<file path="src/rtl/fp_operand_collector.sv">
// fp_operand_collector: feeds the FP execute unit with one instruction at a time.
// It latches the request, reads the non-r0 sources over one read port with
// 1-cycle latency, and presents op/operands/rd/tag to the FPU over valid/ready.
//   clk, rst            : clock, synchronous active-high reset
//   flush               : abort the in-flight instruction, highest priority
//   req_*               : instruction request handshake and fields
//   rf_rd_en/addr/data  : register-file read port (data valid the cycle after en)
//   fpu_*               : operand bundle and handshake towards the FPU
//   busy                : collector is not idle
`timescale 1ns/1ps
module fp_operand_collector #(
  parameter int unsigned DATA_WIDTH = 32,
  parameter int unsigned REG_ADDR_W = 5,
  parameter int unsigned OP_W       = 4,
  parameter int unsigned TAG_W      = 4
) (
  input  logic                  clk,
  input  logic                  rst,
  input  logic                  flush,
  input  logic                  req_valid,
  output logic                  req_ready,
  input  logic [OP_W-1:0]       req_op,
  input  logic [REG_ADDR_W-1:0] req_rs1,
  input  logic [REG_ADDR_W-1:0] req_rs2,
  input  logic [REG_ADDR_W-1:0] req_rd,
  input  logic [TAG_W-1:0]      req_tag,
  output logic                  rf_rd_en,
  output logic [REG_ADDR_W-1:0] rf_rd_addr,
  input  logic [DATA_WIDTH-1:0] rf_rd_data,
  output logic                  fpu_valid,
  input  logic                  fpu_ready,
  output logic [OP_W-1:0]       fpu_op,
  output logic [DATA_WIDTH-1:0] fpu_operand_a,
  output logic [DATA_WIDTH-1:0] fpu_operand_b,
  output logic [REG_ADDR_W-1:0] fpu_rd,
  output logic [TAG_W-1:0]      fpu_tag,
  output logic                  busy
);

  typedef enum logic [2:0] {
    S_IDLE  = 3'd0,
    S_RD_A  = 3'd1,
    S_RD_B  = 3'd2,
    S_LAST  = 3'd3,
    S_ISSUE = 3'd4
  } state_e;

  state_e                  state_q, state_d;
  logic [OP_W-1:0]         op_q, op_d;
  logic [REG_ADDR_W-1:0]   rs1_q, rs1_d;
  logic [REG_ADDR_W-1:0]   rs2_q, rs2_d;
  logic [REG_ADDR_W-1:0]   rd_q, rd_d;
  logic [TAG_W-1:0]        tag_q, tag_d;
  logic [DATA_WIDTH-1:0]   opa_q, opa_d;
  logic [DATA_WIDTH-1:0]   opb_q, opb_d;
  logic                    cap_vld_q, cap_vld_d;   // read data arrives this cycle
  logic                    cap_b_q, cap_b_d;       // 1: data belongs to operand B
  logic                    rd_en_q, rd_en_d;
  logic [REG_ADDR_W-1:0]   rd_addr_q, rd_addr_d;

  logic accept;
  logic handshake;
  logic need_a_in;
  logic need_b_in;
  logic need_b_q;
  logic dup_q;

  // Handshake-facing outputs; flush and reset suppress both in the same cycle.
  assign req_ready = (state_q == S_IDLE) && !flush && !rst;
  assign fpu_valid = (state_q == S_ISSUE) && !flush && !rst;
  assign accept    = req_valid && req_ready;
  assign handshake = fpu_valid && fpu_ready;

  // Source decode: r0 is never read, and a repeated source is read only once.
  assign need_a_in = (req_rs1 != '0);
  assign need_b_in = (req_rs2 != '0) && (req_rs2 != req_rs1);
  assign need_b_q  = (rs2_q != '0) && (rs2_q != rs1_q);
  assign dup_q     = (rs1_q == rs2_q) && (rs1_q != '0);

  assign busy          = (state_q != S_IDLE);
  assign rf_rd_en      = rd_en_q;
  assign rf_rd_addr    = rd_addr_q;
  assign fpu_op        = op_q;
  assign fpu_operand_a = opa_q;
  assign fpu_operand_b = opb_q;
  assign fpu_rd        = rd_q;
  assign fpu_tag       = tag_q;

  // Next-state, field latching and operand capture.
  always_comb begin
    state_d   = state_q;
    op_d      = op_q;
    rs1_d     = rs1_q;
    rs2_d     = rs2_q;
    rd_d      = rd_q;
    tag_d     = tag_q;
    opa_d     = opa_q;
    opb_d     = opb_q;
    cap_vld_d = 1'b0;
    cap_b_d   = 1'b0;

    // Data for the strobe issued last cycle; a shared source also fills B.
    if (cap_vld_q) begin
      if (cap_b_q) begin
        opb_d = rf_rd_data;
      end else begin
        opa_d = rf_rd_data;
        if (dup_q) opb_d = rf_rd_data;
      end
    end

    unique case (state_q)
      S_IDLE: begin
        if (accept) begin
          op_d  = req_op;
          rs1_d = req_rs1;
          rs2_d = req_rs2;
          rd_d  = req_rd;
          tag_d = req_tag;
          opa_d = '0;
          opb_d = '0;
          if (need_a_in)      state_d = S_RD_A;
          else if (need_b_in) state_d = S_RD_B;
          else                state_d = S_ISSUE;
        end
      end
      S_RD_A: begin
        cap_vld_d = 1'b1;
        cap_b_d   = 1'b0;
        state_d   = need_b_q ? S_RD_B : S_LAST;
      end
      S_RD_B: begin
        cap_vld_d = 1'b1;
        cap_b_d   = 1'b1;
        state_d   = S_LAST;
      end
      S_LAST:  state_d = S_ISSUE;
      S_ISSUE: if (handshake) state_d = S_IDLE;
      default: state_d = S_IDLE;
    endcase

    // Flush wins: drop everything, including a read still in flight.
    if (flush) begin
      state_d   = S_IDLE;
      op_d      = '0;
      rs1_d     = '0;
      rs2_d     = '0;
      rd_d      = '0;
      tag_d     = '0;
      opa_d     = '0;
      opb_d     = '0;
      cap_vld_d = 1'b0;
      cap_b_d   = 1'b0;
    end
  end

  // Read strobe is registered, driven by the state being entered.
  always_comb begin
    rd_en_d   = (state_d == S_RD_A) || (state_d == S_RD_B);
    rd_addr_d = '0;
    if (state_d == S_RD_A)      rd_addr_d = rs1_d;
    else if (state_d == S_RD_B) rd_addr_d = rs2_d;
  end

  always_ff @(posedge clk) begin
    if (rst) begin
      state_q   <= S_IDLE;
      op_q      <= '0;
      rs1_q     <= '0;
      rs2_q     <= '0;
      rd_q      <= '0;
      tag_q     <= '0;
      opa_q     <= '0;
      opb_q     <= '0;
      cap_vld_q <= 1'b0;
      cap_b_q   <= 1'b0;
      rd_en_q   <= 1'b0;
      rd_addr_q <= '0;
    end else begin
      state_q   <= state_d;
      op_q      <= op_d;
      rs1_q     <= rs1_d;
      rs2_q     <= rs2_d;
      rd_q      <= rd_d;
      tag_q     <= tag_d;
      opa_q     <= opa_d;
      opb_q     <= opb_d;
      cap_vld_q <= cap_vld_d;
      cap_b_q   <= cap_b_d;
      rd_en_q   <= rd_en_d;
      rd_addr_q <= rd_addr_d;
    end
  end

endmodule

</file>
<file path="config.mk">
export PLATFORM = sky130hd
export DESIGN_NAME = fp_operand_collector
export DESIGN_NICKNAME = d
export VERILOG_FILES = /design/src/rtl/fp_operand_collector.sv
export SDC_FILE = /design/constraint.sdc
export NUM_CORES = 1
export LEC_CHECK = 0
export ABC_AREA = 1
export CORE_UTILIZATION = 34
export DETAILED_ROUTE_END_ITERATION = 10
export PLACE_DENSITY = 0.71
export SYNTH_ARGS = -nofsm -noshare
export SYNTH_HDL_FRONTEND = slang
export SYNTH_SLANG_ARGS = --single-unit
</file>
<file path="constraint.sdc">
create_clock -name clk -period 1.7 [get_ports clk]
set_input_delay 0.34 -clock clk [delete_from_list [all_inputs] [get_ports clk]]
set_output_delay 0.34 -clock clk [all_outputs]
set_load 0.05 [all_outputs]
</file>
# Word-level counts from Yosys, hierarchy flattened
# Index checks and enable logic that the tools add are counted.
totals:
  regBits: 98
  latchBits: 0
  mem_bits_rw: 0
  romBits: 0
  wordCells: 68
  mem_count: 0
classes:
  n_addsub: 0
  mul: 0
  div_mod_pow: 0
  magnitude_cmp: 0
  n_eq_ne: 9
  n_shift: 0
  n_mux: 26
  bitwise_logic: 0
  n_reduce_logical: 21
ops:
  columns: ["cell", "n"]
  rows:
  - ["32-bit two-way mux", 9]
  - ["5-bit two-way mux", 8]
  - ["5-bit nonzero test", 4]
  - ["3-bit two-way mux", 5]
  - ["3-bit one-hot mux with 5 select lines", 1]
  - ["5-bit inequality test", 2]
  - ["3-bit by 2-bit == test with 1-bit output, second input constant", 3]
  - ["1-bit logical AND", 9]
  - ["3-bit by 1-bit == test with 1-bit output, second input constant", 2]
  - ["5-bit == test", 1]
  - ["2-bit OR reduction", 2]
  - ["3-bit == test, second input constant", 1]
  - ["3-bit zero test", 1]
  - ["1-bit two-way mux", 3]
  - ["3-bit nonzero test", 1]
  - ["1-bit zero test", 2]
  - ["2-bit AND reduction", 1]
  - ["1-bit logical OR", 1]

# Logic depth before layout (Yosys ltp)
# Gate-level depths: netlist of the first run.
logic_depth:
  ltp_word: 10
  depth_mapped: 11
  depth_no_buf: 11

# Worst setup path before layout of the first run
# Ideal clock, no wire load.
synth_path:
  path_kind: "reg2out"
  startpoint: "register state_q[1]"
  endpoint: "output req_ready"
  arrival_time_ps: 1571
  t_required_ps: 1360
  path_slack_ps: -211
  stages_incl_launch_ff: 4
  n_path_buf: 0
  path_cell_list: "dfxtp_1 > nor2_4 > nand2_1 > nor2_1"
synth_via:
  elab_chain_cells: 3
synth_lines:
  columns: ["item", "line", "text"]
  rows:
  - ["start: declaration", "48", "state_e state_q, state_d;"]
  - ["start signal: assignment", "180", "state_q <= state_d;"]
  - ["3-bit zero test", "69", "assign req_ready = (state_q == S_IDLE) && !flush && !rst;"]
  - ["1-bit logical AND (2 in series)", "69", null]
  - ["end: declaration", "21", "output logic req_ready,"]
# No other way between the ends.

# Worst setup path after layout of the first run
layout_path:
  startpoint: "input rst"
  endpoint: "output fpu_valid"
layout_via:
  elab_chain_cells: 2
layout_lines:
  columns: ["item", "line", "text"]
  rows:
  - ["start: declaration", "18", "input logic rst,"]
  - ["1-bit zero test", "70", "assign fpu_valid = (state_q == S_ISSUE) && !flush && !rst;"]
  - ["1-bit logical AND", "70", null]
  - ["end: declaration", "30", "output logic fpu_valid,"]
# No other way between the ends.

==> results of run 1 <==
==> area by class of cell <==
| type | instances | share of cell area, % |
|---|---|---|
| Sequential cell | 98 | 34.2 |
| Multi-Input combinational cell | 314 | 29.0 |
| Timing Repair Buffer | 181 | 28.5 |
| Tap cell | 140 | 3.05 |
| Clock buffer | 14 | 2.83 |
| Inverter | 27 | 1.81 |
| Clock inverter | 2 | 0.610 |
==> layer usage <==
layer	global-route usage (%)	wire, um	share of wire [%]	vias up
met4	7.44	198	1.8	0
li1	-	-	-	1891
met3	4.22	790	7.2	18
met1	23.4	4890	44	1707
met2	30.0	5120	47	148
met5	0	0	0	-
==> worst max-delay path, delay by kind of cell <==
| family | cells | cell delay [ns] |
|---|---|---|
| and+or+nand+nor | 2 | 0.25 |
| buffers and inverters | 3 | 0.69 |
==> synth_stat cells <==
| master | instances | area share (%) |
|---|---|---|
| buf_6 | 8 | 2.4 |
| dfxtp_1 | 98 | 51 |
| nor2_2 | 3 | 0.49 |
| a21oi_4 | 1 | 0.43 |
| a211oi_1 | 1 | 0.20 |
| nor3_1 | 61 | 8.0 |
| o21ai_2 | 1 | 0.23 |
| clkinv_1 | 1 | 0.098 |
| nand4_4 | 1 | 0.56 |
| nand2_4 | 1 | 0.29 |
| nand3b_1 | 1 | 0.20 |
| nand4_1 | 1 | 0.16 |
| nor3_2 | 8 | 2.1 |
| nor2_4 | 2 | 0.59 |
| a21oi_1 | 68 | 8.9 |
| o22ai_1 | 1 | 0.16 |
| buf_2 | 5 | 0.65 |
| a22o_1 | 13 | 3.0 |
| inv_2 | 1 | 0.098 |
| nor2_1 | 82 | 8.1 |
| nand2_1 | 49 | 4.8 |
| inv_1 | 24 | 2.4 |
| xnor2_1 | 2 | 0.46 |
| o21ai_0 | 7 | 0.92 |
| nand3_1 | 7 | 0.92 |
| inv_4 | 1 | 0.16 |
| clkbuf_1 | 15 | 1.5 |
| o22ai_2 | 2 | 0.65 |
| nor4_1 | 1 | 0.16 |
| buf_4 | 1 | 0.20 |
==> cells by family (layout without fill, tap and decap cells) <==
family	after synthesis	after routing	share of synthesized area, %
compound gates	94	94	14.5
buf+inv	56	224	7.40
simple gates	217	218	26.3
flops	98	98	51.3
xor+xnor	2	2	0.458
==> path summary, 6_finish.rpt <==
kind,from,endpoint,cells past startpoint
max,rst,fpu_valid,5
min reg2reg,fpu_rd[4]$_SDFFE_PP0P_,fpu_rd[4]$_SDFFE_PP0P_,1
min,fpu_rd[4]$_SDFFE_PP0P_,fpu_rd[4]$_SDFFE_PP0P_,1
max reg2reg,rs2_q[4]$_SDFF_PP0_,fpu_operand_b[14]$_SDFF_PP0_,10
==> sequential cells by signal (all words and copies together), names as in the netlist <==
name	flops
cap_b_q	1
cap_vld_q	1
fpu_op	4
fpu_operand_a	32
fpu_operand_b	32
fpu_rd	5
fpu_tag	4
rf_rd_addr	5
rf_rd_en	1
rs1_q	5
rs2_q	5
state_q	3
==> power breakdown <==
group	internal, uW	leakage (uW)	switching (uW)
sequential	2320	0.000794	17.6
combinational	311	0.00155	341
clock	762	0.000101	763
==> stage by stage <==
stage | util (%) | power [uW] | TNS [ns] | hold WS [ns]
4_1_cts | 51.5 | 4500 | 0 | 0.487
2_1_floorplan | - | 2680 | 0 | 0.409
3_3_place_gp | 49.6 | 2970 | -8.97 | 0.458
6_report | 52.7 | 4520 | 0 | 0.481
5_1_grt | 52.7 | 4710 | -0.0134 | 0.502
3_5_place_dp | 49.6 | 2980 | -15.01 | 0.459
==> timing repair <==
action                                  4_1_cts  5_1_grt
pin swaps                                     1        6
gates resized for setup                       3       20
gates cloned                                  0        2
setup buffers                                 1        2
endpoints found under the setup margin        2       39
==> impl_metrics.env, run 1 <==
export IMPL_status="complete, no violations"
export IMPL_worstPathCellList="clkdlybuf4s50_1 -> nor2_4 -> inv_2 -> nor2_4 -> buf_12"
export IMPL_setup_viol=0
export IMPL_period_share_pct=95.2
export IMPL_row_count=38
export IMPL_syn_inst=467
export IMPL_nFillCells=979
export IMPL_crit_slowest_cell="clkdlybuf4s50_1"
export IMPL_syn_to_final_growth_pct=50.3
export IMPL_layout_nets=691
export IMPL_path_clk_slew_ns=0.08
export IMPL_postCtsHoldBufs=0
export IMPL_chipWidth_um=108
export IMPL_p_leak_uw=0.00244
export IMPL_grt_pass1_wl_mm=16.8
export IMPL_drive_above_1_share_pct=27.7
export IMPL_ys_seq_area_share_pct=51.3
export IMPL_crit_arrival_ns=1.28
export IMPL_ant_nets=0
export IMPL_num_antenna_cells=0
export IMPL_fin_ws_ns=0.0822
export IMPL_synth_nets=527
export IMPL_final_cell_area_sq_mm=0.00574
export IMPL_num_vias=3764
export IMPL_crit_fanout=4
export IMPL_gp_congestion=0.837
export IMPL_max_stage_delay_ns=0.46
export IMPL_startpoint_type="primary input"
export IMPL_die_y_um=108
export IMPL_r2r_slack_ns=0.12
export IMPL_drv_cap=0
export IMPL_synthesis_area_sq_mm=0.00382
export IMPL_grt_max_degree=33
export IMPL_synth_distinct_cells=30
export IMPL_placed_cell_area_sq_mm=0.00540
export IMPL_cts_buffers=9
export IMPL_grt_pass1_vias=3475
export IMPL_clock_root_buffer="clkbuf_8"
export IMPL_finalClockSkew_ns=0.00613
export IMPL_end_kind="output port"
export IMPL_instances_no_fill=776
export IMPL_period_needed_ns=1.62
export IMPL_dr_pass1_iters=6
export IMPL_drcViolationCount=0
export IMPL_clock_sinks=98
export IMPL_hold_class="flip-flop to flip-flop"
export IMPL_htreeDepth=3
export IMPL_drt_initial_drc_count=187
export IMPL_critPathKind="primary input to output port"
export IMPL_start_util_pct=35.1
export IMPL_track_usage_pct=18.4
export IMPL_dp_cells=755
export IMPL_portBuffers=145
export IMPL_dp_hpwl_mm=7.71
export IMPL_register_area_sq_mm=0.00197
export IMPL_power_per_cell_area_mw_per_mm2=787
export IMPL_fmax_mhz=618
export IMPL_viasPerCell=4.85
export IMPL_ir_worst_vdd_mv=0.335
export IMPL_mostFrequentLayoutCells="buf_4 (112), dfxtp_1 (94), nor2_1 (74)"
export IMPL_final_common_cell="buf_4"
export IMPL_avgSynthCellArea_sq_um=8.18
export IMPL_cpMostUsedCell="nor2_4"
export IMPL_multi_input_area_sq_mm=0.00166
export IMPL_antenna_found_initial=0
export IMPL_ys_ff_latch=98
export IMPL_clock_latency_ns=0.36
export IMPL_die_area_sq_mm=0.0117
export IMPL_cts_buffer_depth=2
export IMPL_dp_slack_ns=-0.256
export IMPL_wl_per_cell_um=14.2
export IMPL_wl_mm=11.0
export IMPL_yosysWarnings=0
export IMPL_grt_overflow=0
export IMPL_tritoncts="done"
export IMPL_required_ns=1.36
export IMPL_finalHoldViolations=0
export IMPL_core_area_sq_mm=0.0109
export IMPL_tightest_slew_ns=0.369
export IMPL_slew_headroom_pct=75.4
export IMPL_finalMaxSlewViolations=0
export IMPL_ios=146
Power figures use the tool's default switching activity.
==> run 2: changes to the inputs <==
--- a/config.mk
+++ b/config.mk
@@ -5,10 +5,10 @@
 export SDC_FILE = /design/constraint.sdc
 export NUM_CORES = 1
 export LEC_CHECK = 0
-export ABC_AREA = 1
 export CORE_UTILIZATION = 34
 export DETAILED_ROUTE_END_ITERATION = 10
-export PLACE_DENSITY = 0.71
+export PLACE_DENSITY = 0.75
 export SYNTH_ARGS = -nofsm -noshare
 export SYNTH_HDL_FRONTEND = slang
 export SYNTH_SLANG_ARGS = --single-unit
+export TNS_END_PERCENT = 100
==> run 2 against run 1 <==
Against the previous run:
- the run now ends with setup timing left
- flip-flop and latch count unchanged
- critical path depth is the same
- critical path type is now flip-flop to flip-flop
- setup slack lost 0.21 ns
- area after synthesis decreased by 1.2%
- largest cell class unchanged
- sequential share of layout area decreased by 2.1 points
- cell count up 1.2%
- critical endpoint is now rf_rd_addr[0]$_SDFF_PP0_
- combinational power up 3%
- clock skew up 0.0049 ns
- clock power up 14%
- count of clock-buffer cells in the layout fell by 2
- highest routed layer unchanged
==> impl_metrics.env, run 2 <==
export IMPL_dp_hpwl_mm=7.58
export IMPL_path_clk_slew_ns=0.09
export IMPL_ant_nets=0
export IMPL_crit_arrival_ns=2.11
export IMPL_clock_latency_ns=0.36
export IMPL_p_leak_uw=0.00241
export IMPL_setup_viol=24
export IMPL_layout_nets=700
export IMPL_cp_top_family="compound AO/OA/AOI/OAI gates"
export IMPL_drive_above_1_share_pct=33.3
export IMPL_synth_distinct_cells=37
export IMPL_wl_mm=12.0
export IMPL_ys_flop_type="dfxtp_1"
export IMPL_dp_cells=755
export IMPL_row_count=38
export IMPL_clock_root_buffer="clkbuf_8"
export IMPL_worstPathCellList="or3_4 -> nor4_4 -> a21oi_2 -> a2111o_1 -> o31ai_2"
export IMPL_yosysMostFrequentCell="nand2_1"
export IMPL_grt_pass1_wl_mm=17.7
export IMPL_final_cell_area_sq_mm=0.00610
export IMPL_startpoint_type="flip-flop"
export IMPL_rsz0062_at_grt="true"
export IMPL_wl_per_cell_um=15.3
export IMPL_fin_setup_tns_ns=-0.577
export IMPL_synthTopCellsByCount="nand2_1 (110), dfxtp_1 (98), a21oi_1 (70)"
export IMPL_finalHoldViolations=0
export IMPL_hold_ws_ns=0.385
export IMPL_crit_slowest_cell="a2111o_1"
export IMPL_antenna_found_initial=0
export IMPL_yosys_top_cells_area="dfxtp_1 (52%), nand2_1 (11%), a21oi_1 (9.3%)"
export IMPL_die_area_sq_mm=0.0115
export IMPL_cts_buffers=9
export IMPL_violations="setup timing"
export IMPL_fin_ws_ns=-0.130
export IMPL_num_antenna_cells=0
export IMPL_power_per_cell_area_mw_per_mm2=781
export IMPL_chipWidth_um=107
export IMPL_gp_congestion=0.861
export IMPL_period_needed_ns=1.83
export IMPL_synthArstFlopShare_pct=0
export IMPL_portBuffers=145
export IMPL_mostFrequentLayoutCells="buf_4 (117), nand2_1 (110), dfxtp_1 (97)"
export IMPL_syn_to_final_growth_pct=61.6
export IMPL_drv_cap=0
export IMPL_num_vias=3976
export IMPL_slew_headroom_pct=69.2
export IMPL_hold_class="primary input to flip-flop"
export IMPL_track_usage_pct=19.7
export IMPL_cts_buffer_depth=2
export IMPL_drcViolationCount=0
export IMPL_path_buf_inv=0
export IMPL_core_area_sq_mm=0.0108
export IMPL_clock_sinks=98
export IMPL_htreeDepth=3
export IMPL_end_kind="flip-flop"
export IMPL_start_util_pct=34.8
export IMPL_synth_edf_count=0
export IMPL_dr_pass1_iters=5
export IMPL_synth_nets=531
export IMPL_grt_max_degree=33
export IMPL_tritoncts="done"
export IMPL_ir_worst_vdd_mv=0.391
export IMPL_final_util_pct=56.3
export IMPL_postCtsHoldBufs=0
export IMPL_grt_overflow=0
export IMPL_drt_initial_drc_count=272
export IMPL_syn_inst=471
export IMPL_crit_fanout=6
export IMPL_required_ns=1.98
export IMPL_synthesis_area_sq_mm=0.00378
export IMPL_yosysWarnings=0
export IMPL_die_y_um=107
export IMPL_ys_ff_latch=98
export IMPL_grt_pass1_vias=3627
export IMPL_instances_no_fill=785
export IMPL_viasPerCell=5.06
export IMPL_max_stage_delay_ns=0.49
export IMPL_ys_seq_area_share_pct=52.0
export IMPL_synth_top_area_share_pct=52.0
export IMPL_finalMaxSlewViolations=0
export IMPL_avgSynthCellArea_sq_um=8.02
export IMPL_tightest_slew_ns=0.458
export IMPL_status="finished with violations"
export IMPL_yosys_area_top_type="dfxtp_1"
export IMPL_placed_cell_area_sq_mm=0.00540
export IMPL_finalClockSkew_ns=0.0110
export IMPL_ios=146
export IMPL_final_common_cell="buf_4"
export IMPL_fmax_mhz=546
export IMPL_critPathKind="flip-flop to flip-flop"
export IMPL_period_share_pct=108
run 2: metrics by stage:
stage	power, uW	setup WS (ns)
floorplan	2670	-0.209
global placement	2970	-0.607
detailed placement	2970	-0.671
CTS	4740	-0.153
global route	4960	-0.183
finish	4760	-0.130
run 2: layout make-up:
| type | count | area (sq um) |
|---|---|---|
| Clock buffer | 12 | 165 |
| Clock inverter | 4 | 72.6 |
| Fill cell | 951 | 4740 |
| Inverter | 9 | 33.8 |
| Multi-Input combinational cell | 327 | 1860 |
| Sequential cell | 98 | 1960 |
| Tap cell | 140 | 175 |
| Timing Repair Buffer | 195 | 1830 |
run 2: power breakdown:
group	switching [uW]	internal, uW
clock network	805	948
logic	350	320
registers	17.7	2320
total	1170	3590
run 2: tightest hold or removal path: cells and delay by family:
family	cells	cell delay, ns
buf+inv	2	0.23
compound gates	1	0.06
simple gates	1	0.08
run 2: kinds of logic after synthesis:
kind of cell	after synthesis	synth area share [%]
simple gates	190	22.4
compound gates	126	17.9
flops	98	52.0
buf+inv	46	5.24
xor+xnor	11	2.55
run 2: worst paths after layout:
check	cells after the start	end	startpoint	slack (ns)
setup / recovery	5	rf_rd_addr[0]$_SDFF_PP0_	state_q[1]$_SDFF_PP0_	-0.13
hold / removal	4	rf_rd_addr[0]$_SDFF_PP0_	req_rs1[0]	0.38
setup reg to reg	5	rf_rd_addr[0]$_SDFF_PP0_	state_q[1]$_SDFF_PP0_	-0.13
hold reg to reg	2	fpu_operand_a[6]$_SDFF_PP0_	fpu_operand_a[6]$_SDFF_PP0_	0.46
run 2: routing by layer:
layer | part of all wire [%] | vias to the layer above | GRT usage [%]
met5 | 0 | - | 0
met4 | 1.2 | 0 | 7.53
met3 | 6.9 | 13 | 3.93
met2 | 48 | 171 | 33.2
met1 | 44 | 1865 | 24.8
li1 | - | 1927 | -
run 2: what timing repair did:
item | 4_1_cts | 5_1_grt
gates cloned | 2 | 3
buffers inserted | 4 | 5
pin swaps | 11 | 9
endpoints found under the setup margin | 91 | 91
resized for setup | 19 | 59
